**src/rtl/load_store_unit_pkg.sv**
```systemverilog
// Shared encodings and helpers for the load/store unit: access sizes, FSM states
// and the alignment check used at request acceptance.
package lsu_pkg;

  typedef enum logic [1:0] {
    SZ_BYTE = 2'b00,
    SZ_HALF = 2'b01,
    SZ_WORD = 2'b10,
    SZ_ILL  = 2'b11
  } size_e;

  typedef enum logic [2:0] {
    IDLE,
    LOAD_RD,
    STORE_RD,
    STORE_WR,
    RESP
  } state_e;

  // Illegal size counts as a fault alongside true misalignment.
  function automatic logic is_misaligned(input logic [1:0] size, input logic [1:0] byte_off);
    logic fault;
    case (size)
      SZ_BYTE: fault = 1'b0;
      SZ_HALF: fault = byte_off[0];
      SZ_WORD: fault = (byte_off != 2'b00);
      default: fault = 1'b1;
    endcase
    return fault;
  endfunction

endpackage

```
**src/rtl/load_store_unit_if.sv**
```systemverilog
// Bundles for the load/store unit: pipeline request/response side and the
// word-wide data_memory port.
interface lsu_req_if #(
  parameter int ADDR_W = 32,
  parameter int DATA_W = 32,
  parameter int TAG_W  = 5
);
  logic              req_valid;
  logic              req_ready;
  logic              req_is_store;
  logic [1:0]        req_size;
  logic              req_unsigned;
  logic [ADDR_W-1:0] req_addr;
  logic [DATA_W-1:0] req_wdata;
  logic [TAG_W-1:0]  req_tag;
  logic              resp_valid;
  logic [DATA_W-1:0] resp_rdata;
  logic [TAG_W-1:0]  resp_tag;
  logic              resp_misaligned;

  modport master (
    output req_valid, req_is_store, req_size, req_unsigned, req_addr, req_wdata, req_tag,
    input  req_ready, resp_valid, resp_rdata, resp_tag, resp_misaligned
  );
  modport slave (
    input  req_valid, req_is_store, req_size, req_unsigned, req_addr, req_wdata, req_tag,
    output req_ready, resp_valid, resp_rdata, resp_tag, resp_misaligned
  );
endinterface

interface lsu_mem_if #(
  parameter int ADDR_W = 32,
  parameter int DATA_W = 32
);
  logic [ADDR_W-1:0] mem_addr;
  logic [DATA_W-1:0] mem_write_data;
  logic              mem_write_en;
  logic              mem_read_en;
  logic [DATA_W-1:0] mem_read_data;

  modport master (
    output mem_addr, mem_write_data, mem_write_en, mem_read_en,
    input  mem_read_data
  );
  modport slave (
    input  mem_addr, mem_write_data, mem_write_en, mem_read_en,
    output mem_read_data
  );
endinterface

```
**src/rtl/load_store_unit_align.sv**
```systemverilog
// Little-endian lane logic: load extract/extend and store merge for byte/half
// accesses within a 32-bit memory word.
module lsu_align
  import lsu_pkg::*;
#(
  parameter int DATA_W = 32
) (
  input  logic [DATA_W-1:0] word,
  input  logic [DATA_W-1:0] wdata,
  input  logic [1:0]        byte_off,
  input  logic [1:0]        size,
  input  logic              is_unsigned,
  output logic [DATA_W-1:0] load_data,
  output logic [DATA_W-1:0] merged
);

  logic [4:0]        sh;
  logic [DATA_W-1:0] lane;
  logic [DATA_W-1:0] mask;
  logic [DATA_W-1:0] ins;

  always_comb begin
    sh        = {byte_off, 3'b000};
    lane      = word >> sh;
    load_data = lane;
    mask      = '1;
    ins       = wdata;
    case (size)
      SZ_BYTE: begin
        load_data = {{(DATA_W-8){lane[7] & ~is_unsigned}}, lane[7:0]};
        mask      = DATA_W'(8'hFF) << sh;
        ins       = DATA_W'(wdata[7:0]) << sh;
      end
      SZ_HALF: begin
        load_data = {{(DATA_W-16){lane[15] & ~is_unsigned}}, lane[15:0]};
        mask      = DATA_W'(16'hFFFF) << sh;
        ins       = DATA_W'(wdata[15:0]) << sh;
      end
      default: ;
    endcase
    merged = (word & ~mask) | (ins & mask);
  end

endmodule

```
**src/rtl/load_store_unit.sv**
```systemverilog
// Memory-access stage: aligns loads/stores onto a word-only data_memory port,
// doing read-modify-write for sub-word stores, with a one-cycle response pulse.
module load_store_unit
  import lsu_pkg::*;
#(
  parameter int ADDR_W = 32,
  parameter int DATA_W = 32,
  parameter int TAG_W  = 5
) (
  input  logic       clk,
  input  logic       rst_n,
  lsu_req_if.slave   req,
  lsu_mem_if.master  mem
);

  state_e            state_q, state_d;
  logic [ADDR_W-1:0] addr_q;
  logic [1:0]        size_q;
  logic              uns_q;
  logic              store_q;
  logic              mis_q;
  logic [TAG_W-1:0]  tag_q;
  logic [DATA_W-1:0] data_q;

  logic              accept;
  logic              req_fault;
  logic              ready_c, rd_en_c, wr_en_c, resp_c;
  logic [DATA_W-1:0] load_data, merged;

  assign req_fault = is_misaligned(req.req_size, req.req_addr[1:0]);
  assign accept    = req.req_valid && ready_c;

  lsu_align #(.DATA_W(DATA_W)) u_align (
    .word        (mem.mem_read_data),
    .wdata       (data_q),
    .byte_off    (addr_q[1:0]),
    .size        (size_q),
    .is_unsigned (uns_q),
    .load_data   (load_data),
    .merged      (merged)
  );

  always_ff @(posedge clk or negedge rst_n) begin
    if (!rst_n) state_q <= IDLE;
    else        state_q <= state_d;
  end

  always_comb begin
    state_d = state_q;
    ready_c = 1'b0;
    rd_en_c = 1'b0;
    wr_en_c = 1'b0;
    resp_c  = 1'b0;
    case (state_q)
      IDLE: begin
        ready_c = 1'b1;
        if (req.req_valid) begin
          if (req_fault)                  state_d = RESP;
          else if (!req.req_is_store)     state_d = LOAD_RD;
          else if (req.req_size == SZ_WORD) state_d = STORE_WR;
          else                            state_d = STORE_RD;
        end
      end
      LOAD_RD:  begin rd_en_c = 1'b1; state_d = RESP;     end
      STORE_RD: begin rd_en_c = 1'b1; state_d = STORE_WR; end
      STORE_WR: begin wr_en_c = 1'b1; state_d = RESP;     end
      RESP:     begin resp_c  = 1'b1; state_d = IDLE;     end
      default:  state_d = IDLE;
    endcase
  end

  // data_q holds store data from accept, then the loaded lane or the merged word.
  always_ff @(posedge clk or negedge rst_n) begin
    if (!rst_n) begin
      addr_q  <= '0;
      size_q  <= '0;
      uns_q   <= 1'b0;
      store_q <= 1'b0;
      mis_q   <= 1'b0;
      tag_q   <= '0;
      data_q  <= '0;
    end else if (accept) begin
      addr_q  <= req.req_addr;
      size_q  <= req.req_size;
      uns_q   <= req.req_unsigned;
      store_q <= req.req_is_store;
      mis_q   <= req_fault;
      tag_q   <= req.req_tag;
      data_q  <= req.req_wdata;
    end else if (state_q == LOAD_RD) begin
      data_q  <= load_data;
    end else if (state_q == STORE_RD) begin
      data_q  <= merged;
    end
  end

  assign req.req_ready       = ready_c;
  assign req.resp_valid      = resp_c;
  assign req.resp_tag        = tag_q;
  assign req.resp_misaligned = resp_c & mis_q;
  assign req.resp_rdata      = (resp_c && !store_q && !mis_q) ? data_q : '0;

  assign mem.mem_addr        = {addr_q[ADDR_W-1:2], 2'b00};
  assign mem.mem_read_en     = rd_en_c;
  assign mem.mem_write_en    = wr_en_c;
  assign mem.mem_write_data  = wr_en_c ? data_q : '0;

endmodule
```
**src/flat_wrapper.sv**
```systemverilog
// flat-port wrapper written by rule: the top's interface ports become plain ports
module load_store_unit_flat import lsu_pkg::*;
#(
  parameter int ADDR_W = 32,
  parameter int DATA_W = 32,
  parameter int TAG_W  = 5
)
  (clk, rst_n, req_req_valid, req_req_is_store, req_req_size, req_req_unsigned, req_req_addr, req_req_wdata, req_req_tag, req_req_ready, req_resp_valid, req_resp_rdata, req_resp_tag, req_resp_misaligned, mem_mem_addr, mem_mem_write_data, mem_mem_write_en, mem_mem_read_en, mem_mem_read_data);
  lsu_req_if #(.ADDR_W(ADDR_W), .DATA_W(DATA_W), .TAG_W(TAG_W)) req_i ();
  lsu_mem_if #(.ADDR_W(ADDR_W), .DATA_W(DATA_W)) mem_i ();
  input  logic clk;
  input  logic rst_n;
  input wire logic [$bits(req_i.req_valid)-1:0] req_req_valid;
  input wire logic [$bits(req_i.req_is_store)-1:0] req_req_is_store;
  input wire logic [$bits(req_i.req_size)-1:0] req_req_size;
  input wire logic [$bits(req_i.req_unsigned)-1:0] req_req_unsigned;
  input wire logic [$bits(req_i.req_addr)-1:0] req_req_addr;
  input wire logic [$bits(req_i.req_wdata)-1:0] req_req_wdata;
  input wire logic [$bits(req_i.req_tag)-1:0] req_req_tag;
  output wire logic [$bits(req_i.req_ready)-1:0] req_req_ready;
  output wire logic [$bits(req_i.resp_valid)-1:0] req_resp_valid;
  output wire logic [$bits(req_i.resp_rdata)-1:0] req_resp_rdata;
  output wire logic [$bits(req_i.resp_tag)-1:0] req_resp_tag;
  output wire logic [$bits(req_i.resp_misaligned)-1:0] req_resp_misaligned;
  output wire logic [$bits(mem_i.mem_addr)-1:0] mem_mem_addr;
  output wire logic [$bits(mem_i.mem_write_data)-1:0] mem_mem_write_data;
  output wire logic [$bits(mem_i.mem_write_en)-1:0] mem_mem_write_en;
  output wire logic [$bits(mem_i.mem_read_en)-1:0] mem_mem_read_en;
  input wire logic [$bits(mem_i.mem_read_data)-1:0] mem_mem_read_data;
  assign req_i.req_valid = req_req_valid;
  assign req_i.req_is_store = req_req_is_store;
  assign req_i.req_size = req_req_size;
  assign req_i.req_unsigned = req_req_unsigned;
  assign req_i.req_addr = req_req_addr;
  assign req_i.req_wdata = req_req_wdata;
  assign req_i.req_tag = req_req_tag;
  assign req_req_ready = req_i.req_ready;
  assign req_resp_valid = req_i.resp_valid;
  assign req_resp_rdata = req_i.resp_rdata;
  assign req_resp_tag = req_i.resp_tag;
  assign req_resp_misaligned = req_i.resp_misaligned;
  assign mem_mem_addr = mem_i.mem_addr;
  assign mem_mem_write_data = mem_i.mem_write_data;
  assign mem_mem_write_en = mem_i.mem_write_en;
  assign mem_mem_read_en = mem_i.mem_read_en;
  assign mem_i.mem_read_data = mem_mem_read_data;
  load_store_unit #(.ADDR_W(ADDR_W), .DATA_W(DATA_W), .TAG_W(TAG_W)) u_core (.clk(clk), .rst_n(rst_n), .req(req_i), .mem(mem_i));
endmodule
```
**config.mk**
```make
export PLATFORM = sky130hd
export DESIGN_NAME = load_store_unit_flat
export DESIGN_NICKNAME = d
export VERILOG_FILES = /design/src/rtl/load_store_unit_pkg.sv /design/src/rtl/load_store_unit_if.sv /design/src/rtl/load_store_unit_align.sv /design/src/rtl/load_store_unit.sv /design/src/flat_wrapper.sv
export SDC_FILE = /design/constraint.sdc
export NUM_CORES = 1
export LEC_CHECK = 0
export CORE_MARGIN = 2
export CORE_UTILIZATION = 43
export CTS_CLUSTER_SIZE = 28
export DETAILED_ROUTE_END_ITERATION = 8
export HOLD_SLACK_MARGIN = 0.15
export PLACE_DENSITY = 0.78
export SKIP_LAST_GASP = 1
export SYNTH_ARGS = -nofsm -noshare
export SYNTH_HDL_FRONTEND = slang
export SYNTH_SLANG_ARGS = --single-unit
export TNS_END_PERCENT = 100
```
**constraint.sdc**
```tcl
create_clock -name clk -period 2.3 [get_ports clk]
set_input_delay 0.46 -clock clk [delete_from_list [all_inputs] [get_ports clk]]
set_output_delay 0.46 -clock clk [all_outputs]
set_load 0.01 [all_outputs]
```
==> flow_summary.toml, run 1 <==
[die]
die_area_mm2 = 0.0143
die_w_um = 120
core_area_mm2 = 0.0131
die_y_um = 120
io_pins = 214
initial_core_util = 0.438
num_rows = 42

[route]
postRouteAntennaNets = 0
totalWireLength_mm = 20.4
route.detailed.drc = 0
vias = 6200
drtPass1Iterations = 5
drtIter0Drc = 637
drt-wirelength-per-cell_um = 18.8
via_per_inst = 5.70

[sta]
finalHoldViolCount = 0
tightest_slew_ns = 0.608
slew_violations = 0
slew_headroom = 0.591
setup_viol = 46
timing.fmax_mhz = 416
fin_crit_ns = 2.41
fin_ws_ns = -0.106
rsz0062_at_grt = "true"
skew_ns = 0.00637
fin_crit_sh = 1.05

[placed_design]
io_buffers = 211
pre_cts_ws_ns = 0.0321
dpl.cell_count = 1057
globalplace.congestion = 0.972
hpwl_mm = 14.4

[clock_network]
clock_latency_ns = 0.35
clk_pin_slew_ns = 0.06
cts_sinks = 77
cts-htree-levels = 3
numCtsBuffers = 9
cts_root_buf = "clkbuf_16"
clk_path_buf_depth = 2
cts_tree = "done"

[cells_and_area]
drive_gt1_frac = 0.168
antenna-diode-count = 0
mostFrequentLayoutCell = "nand2_1"
nNetsFinal = 1014
stdcell_count = 1087
mostFrequentLayoutCells = "175 x nand2_1, 144 x clkdlybuf4s50_1, 74 x dfrtp_1"
syn_to_final_growth_pct = 48.7

[min_path]
holdCritPathClass = "reg2reg"
min_from = "u_core.addr_q[18]"
min_to = "u_core.addr_q[18]"
hold_path_depth = 2

[power]
power_mw = 11.2
powerDensity_mw_per_mm2 = 1310
irDropWorstVdd_mv = 0.515
leakagePower_nw = 4.00

[grt]
grt.total_usage = 0.285
grt_max_degree = 42
grt_busiest_layer = "met2"
grt_pass1_vias = 5952
use_met3 = 0.0542
grt-ovfl-total = 0
met1_usage = 0.391
grt_pass1_wl_mm = 32.2
antenna_found_initial = 0
use_met2 = 0.445

[critical_path]
cp_max_fo = 8
arrival_ns = 1.95
cp_slowest_stage_delay_ns = 0.44
reg2regPathDepth = 4
r2r_slack_ns = 0.20
r2r_start = "u_core.size_q[1]"
endpoint_kind = "output pin"
path_cells = "buf_6 > nor3_4 > nor3b_4 > buf_6 > buf_16 > buf_6 > and2_4 > buf_6"
crit_path_start_kind = "register"
required_ns = 1.84
cp_slowest_cell = "dfrtp_2"
crit_top_cell = "buf_6"
crit_type = "reg2out"

[run_status]
status = "finished with violations"
violations = "negative setup slack"

[synthesis]
synth-async-reset-ratio = 1.00
synth.distinct_cells = 65
ys.warnings.count = 0
syn_area_per_cell_um2 = 8.04
synth_seq_cells = 77
syn_area_mm2 = 0.00576
yosysSeqAreaShare = 0.335
synth-edff-count = 0
synthCells = 716
synth-main-ff-cell = "dfrtp_1"

[flow_run]
maxCapViolCount = 0
## synthesized netlist by cell type, drive strengths merged, types with 2 or more instances
library cell / count / area share
nor2b: 2 / 0.0022
or3b: 2 / 0.0030
nand4b: 7 / 0.011
buf: 64 / 0.073
o32ai: 7 / 0.011
nor2: 27 / 0.018
a211o: 8 / 0.012
mux2i: 18 / 0.031
a21o: 9 / 0.012
nand3b: 9 / 0.012
dfrtp: 77 / 0.33
a211oi: 9 / 0.013
a21oi: 28 / 0.027
o31ai: 2 / 0.0026
a32oi: 14 / 0.021
and2: 66 / 0.072
nor3b: 9 / 0.013
nand4bb: 6 / 0.012
or2: 3 / 0.0033
mux2: 10 / 0.020
o211ai: 2 / 0.0035
a41oi: 8 / 0.012
a2bb2oi: 7 / 0.011
o21bai: 3 / 0.0059
o221ai: 8 / 0.012
or4bb: 2 / 0.0039
o311ai: 8 / 0.012
inv: 20 / 0.013
nand2: 175 / 0.11
a22oi: 18 / 0.024
a31oi: 10 / 0.013
clkbuf: 26 / 0.017
nor3: 4 / 0.0035
o21ai: 31 / 0.027
nand3: 2 / 0.0017
## metrics by stage
stage	hold WS, ns	setup TNS [ns]	utilization	cell area, um^2
after detailed placement	0.461	0	0.607	7970
after floorplan	0.164	0	-	5760
after CTS	0.476	-3.62	0.643	8440
after global placement	0.457	0	0.607	7970
after global routing	0.492	-4.77	0.652	8560
final	0.471	-1.76	0.652	8560
## worst max-delay path, delay by kind of cell (launching register included)
| family | cells | cell delay [ns] |
|---|---|---|
| buffers and inverters | 5 | 0.62 |
| DFF | 1 | 0.44 |
| and+or+nand+nor | 3 | 0.55 |
## worst max path at each step
| stage | startpoint | end | slack, ns | cells past startpoint |
|---|---|---|---|---|
| 2_1_floorplan | u_core.state_q[0] | req_resp_rdata[0] | 0.22 | 5 |
| 3_3_place_gp | u_core.state_q[0] | req_resp_rdata[7] | 0.08 | 5 |
| 3_5_place_dp | u_core.state_q[0] | mem_mem_write_data[25] | 0.03 | 5 |
| 4_1_cts | u_core.state_q[1] | mem_mem_write_data[25] | -0.16 | 5 |
| 5_1_grt | u_core.state_q[0] | req_resp_rdata[2] | -0.18 | 8 |
| 6_report | u_core.state_q[0] | req_resp_rdata[2] | -0.11 | 8 |
## power by group
part           switching (mW)  internal [mW]
Clock                   0.600          0.873
Combinational            3.64           3.32
Sequential              0.715           2.04
Total                    4.96           6.24
## cells by family after synthesis
logic type / synth area share
simple gates: 0.278
compound gates: 0.227
buf+inv: 0.104
flops: 0.335
mux: 0.0547
xor+xnor: 0.00152
other cells: 0.000651
## timing repair
| item | 4_1_cts | 5_1_grt |
|---|---|---|
| setup buffers | 8 | 1 |
| endpoints found under the hold margin | 37 | 0 |
| gates resized for setup | 154 | 45 |
| gates cloned | 5 | 0 |
| pin swaps | 1 | 2 |
| endpoints found under the setup margin | 65 | 45 |
| hold buffers | 1 | 0 |
## layout make-up
cell class	instances	area, um^2
inverter	21	78.8
timing repair buffer	268	2730
fill	1106	4580
clock buffer	11	243
clock inverter	5	58.8
tap	176	220
multi-input combinational	529	3300
sequential	77	1930
## per-layer routing
metal  vias to the layer above  part of all wire
met5                         -                 0
met4                         0             0.034
met3                        56             0.092
met2                       351              0.45
met1                      2924              0.42
li1                       2869                 -
(Power assumes the default switching activity.)
==> run 2: changes to the inputs <==
--- a/config.mk
+++ b/config.mk
@@ -15,4 +15,4 @@
 export SYNTH_ARGS = -nofsm -noshare
 export SYNTH_HDL_FRONTEND = slang
 export SYNTH_SLANG_ARGS = --single-unit
-export TNS_END_PERCENT = 100
+export TNS_END_PERCENT = 5
==> constraint.sdc (replaced) <==
create_clock -name clk -period 2.6 [get_ports clk]
set_input_delay 0.52 -clock clk [delete_from_list [all_inputs] [get_ports clk]]
set_output_delay 0.52 -clock clk [all_outputs]
set_load 0.01 [all_outputs]
==> run 2 against run 1 <==
  * The run still ends with negative setup slack left
  * Via count shrank 3.9%
  * Sequential power shrank 11%
  * Cell count shrank 2.2%
  * Sequential cell count is the same
  * Register-to-register slack gained 0.08 ns
  * First-iteration DRC count shrank 26%
  * Clock power shrank 12%
  * Clock-buffer cell count is the same
  * Critical path type unchanged
  * Largest power group unchanged
==> flow_summary.toml, run 2 (synthesis results as in run 1) <==
[grt]
grt_pass1_vias = 5794
grt_pass1_wl_mm = 31.2
grt.total_usage = 0.277
grt_max_degree = 49
grt-ovfl-total = 0
antenna_found_initial = 0

[power]
powerDensity_mw_per_mm2 = 1150
pwr-share-seq = 0.260
intPower_mw = 5.18
leakagePower_nw = 3.45
p_sw_frac = 0.450
irDropWorstVdd_mv = 0.496
p_sw_mw = 4.24
pwr-share-clk = 0.137
p_comb_frac = 0.603

[cells_and_area]
multiInputGateArea_mm2 = 0.00326
nNetsFinal = 990
mostFrequentLayoutCell = "clkdlybuf4s50_1"
final_cell_area_mm2 = 0.00822
fill_cells = 1193
drive_gt1_frac = 0.0924
antenna-diode-count = 0
regArea_mm2 = 0.00193
mostFrequentLayoutCells = "210 x clkdlybuf4s50_1, 175 x nand2_1, 77 x dfrtp_1"
syn_to_final_growth_pct = 42.7

[run_status]
violations = "negative setup slack"
status = "finished with violations"

[route]
postRouteAntennaNets = 0
drtPass1Iterations = 5
vias = 5960
drt-wirelength-per-cell_um = 18.4
drtIter0Drc = 470
totalWireLength_mm = 19.6
route.detailed.drc = 0
via_per_inst = 5.61

[sta]
skew_ns = 0.00721
slew_headroom = 0.367
fin_ws_ns = -0.0911
slew_violations = 0
finalHoldViolCount = 0
setup_viol = 64
fin_crit_sh = 1.04
timing.fmax_mhz = 372
fin_crit_ns = 2.69
rsz0062_at_grt = "true"
tightest_slew_ns = 0.949

[clock_network]
cts-htree-levels = 3
cts_root_buf = "clkbuf_16"
clk_pin_slew_ns = 0.06
clock_latency_ns = 0.35
numCtsBuffers = 9
cts_sinks = 77
cts_setup_buffers = 0
cts_tree = "done"
clk_path_buf_depth = 2

[die]
num_rows = 42
initial_core_util = 0.438
io_pins = 214
die_w_um = 120
die_area_mm2 = 0.0143
core_area_mm2 = 0.0131
die_y_um = 120

[critical_path]
r2r_slack_ns = 0.28
reg2regPathDepth = 4
crit_type = "reg2out"
crit_path_start_kind = "register"
endpoint_kind = "output pin"
cp_max_fo = 32
required_ns = 2.08
arrival_ns = 2.17
endpoint = "req_resp_rdata[4]"
crit_start = "u_core.state_q[0]"
r2r_start = "u_core.addr_q[0]"

[placed_design]
post_dp_cell_area_mm2 = 0.00788
globalplace.congestion = 0.923
hpwl_mm = 14.5
pre_cts_ws_ns = 0.212
io_buffers = 211

[flow_run]
maxCapViolCount = 0

[min_path]
holdCritPathClass = "reg2reg"
[run 2: cell types whose count changed in the layout (fill, tap and decap cells not counted), moves of 12 or more]
cell and delta:
buf_4 -13, buf_6 -16, clkdlybuf4s15_2 -12, clkdlybuf4s50_1 +66
dlygate4sd2_1 -22, dlymetal6s2s_1 -12
[run 2: how the worst min path moves through the flow]
stage                      startpoint           endpoint  slack (ns)  cells past startpoint
floorplan                       rst_n          async pin        0.22                      0
global placement    u_core.addr_q[12]  u_core.addr_q[12]        0.46                      2
detailed placement  u_core.addr_q[15]  u_core.addr_q[15]        0.46                      2
CTS                 u_core.addr_q[15]  u_core.addr_q[15]        0.48                      2
global route         u_core.addr_q[7]   u_core.addr_q[7]        0.48                      2
finish              u_core.addr_q[15]  u_core.addr_q[15]        0.47                      2
[run 2: critical path, stage by stage, from the launching register on]
cell,delay [ns]
dfrtp_1,0.39
nor3_2,0.24
nor3b_4,0.28
buf_12,0.21
and2_1,0.15
clkdlybuf4s50_1,0.54
[run 2: through the flow]
stage | util | TNS, ns | total power, mW | hold slack (ns) | instances
2_1_floorplan | - | 0 | 6.09 | 0.224 | 717
3_3_place_gp | 0.600 | 0 | 7.92 | 0.457 | 1046
3_5_place_dp | 0.600 | 0 | 8.00 | 0.462 | 1046
4_1_cts | 0.625 | -3.60 | 9.37 | 0.476 | 1063
5_1_grt | 0.626 | -9.20 | 10.1 | 0.481 | 1063
6_report | 0.626 | -2.96 | 9.42 | 0.470 | 1063
[run 2: timing repair]
action | in CTS | in global routing
resized for setup | 4 | 3
hold buffers | 1 | 0
endpoints found under the setup margin | 64 | 65
hold endpoints to repair | 29 | 0
[run 2: power groups by stage]
| stage | Combinational, mW | Sequential, mW | Clock [mW] |
|---|---|---|---|
| final | 5.69 | 2.45 | 1.29 |
| after global routing | 6.18 | 2.53 | 1.37 |
| after CTS | 5.62 | 2.42 | 1.32 |
| after detailed placement | 5.57 | 2.43 | 0 |
| after global placement | 5.50 | 2.42 | 0 |
| after floorplan | 3.93 | 2.16 | 0 |
[run 2: layout make-up]
cell class / count / area share
Tap cell: 176 / 0.0268
Clock buffer: 11 / 0.0295
Timing Repair Buffer: 244 / 0.296
Inverter: 21 / 0.00959
Clock inverter: 5 / 0.00700
Sequential cell: 77 / 0.234
Multi-Input combinational cell: 529 / 0.397
[run 2: layer usage]
layer | GRT usage | vias up | share of wire
li1 | - | 2820 | -
met1 | 0.374 | 2750 | 0.43
met2 | 0.431 | 339 | 0.45
met3 | 0.0656 | 51 | 0.092
met4 | 0.107 | 0 | 0.032
met5 | 0 | - | 0
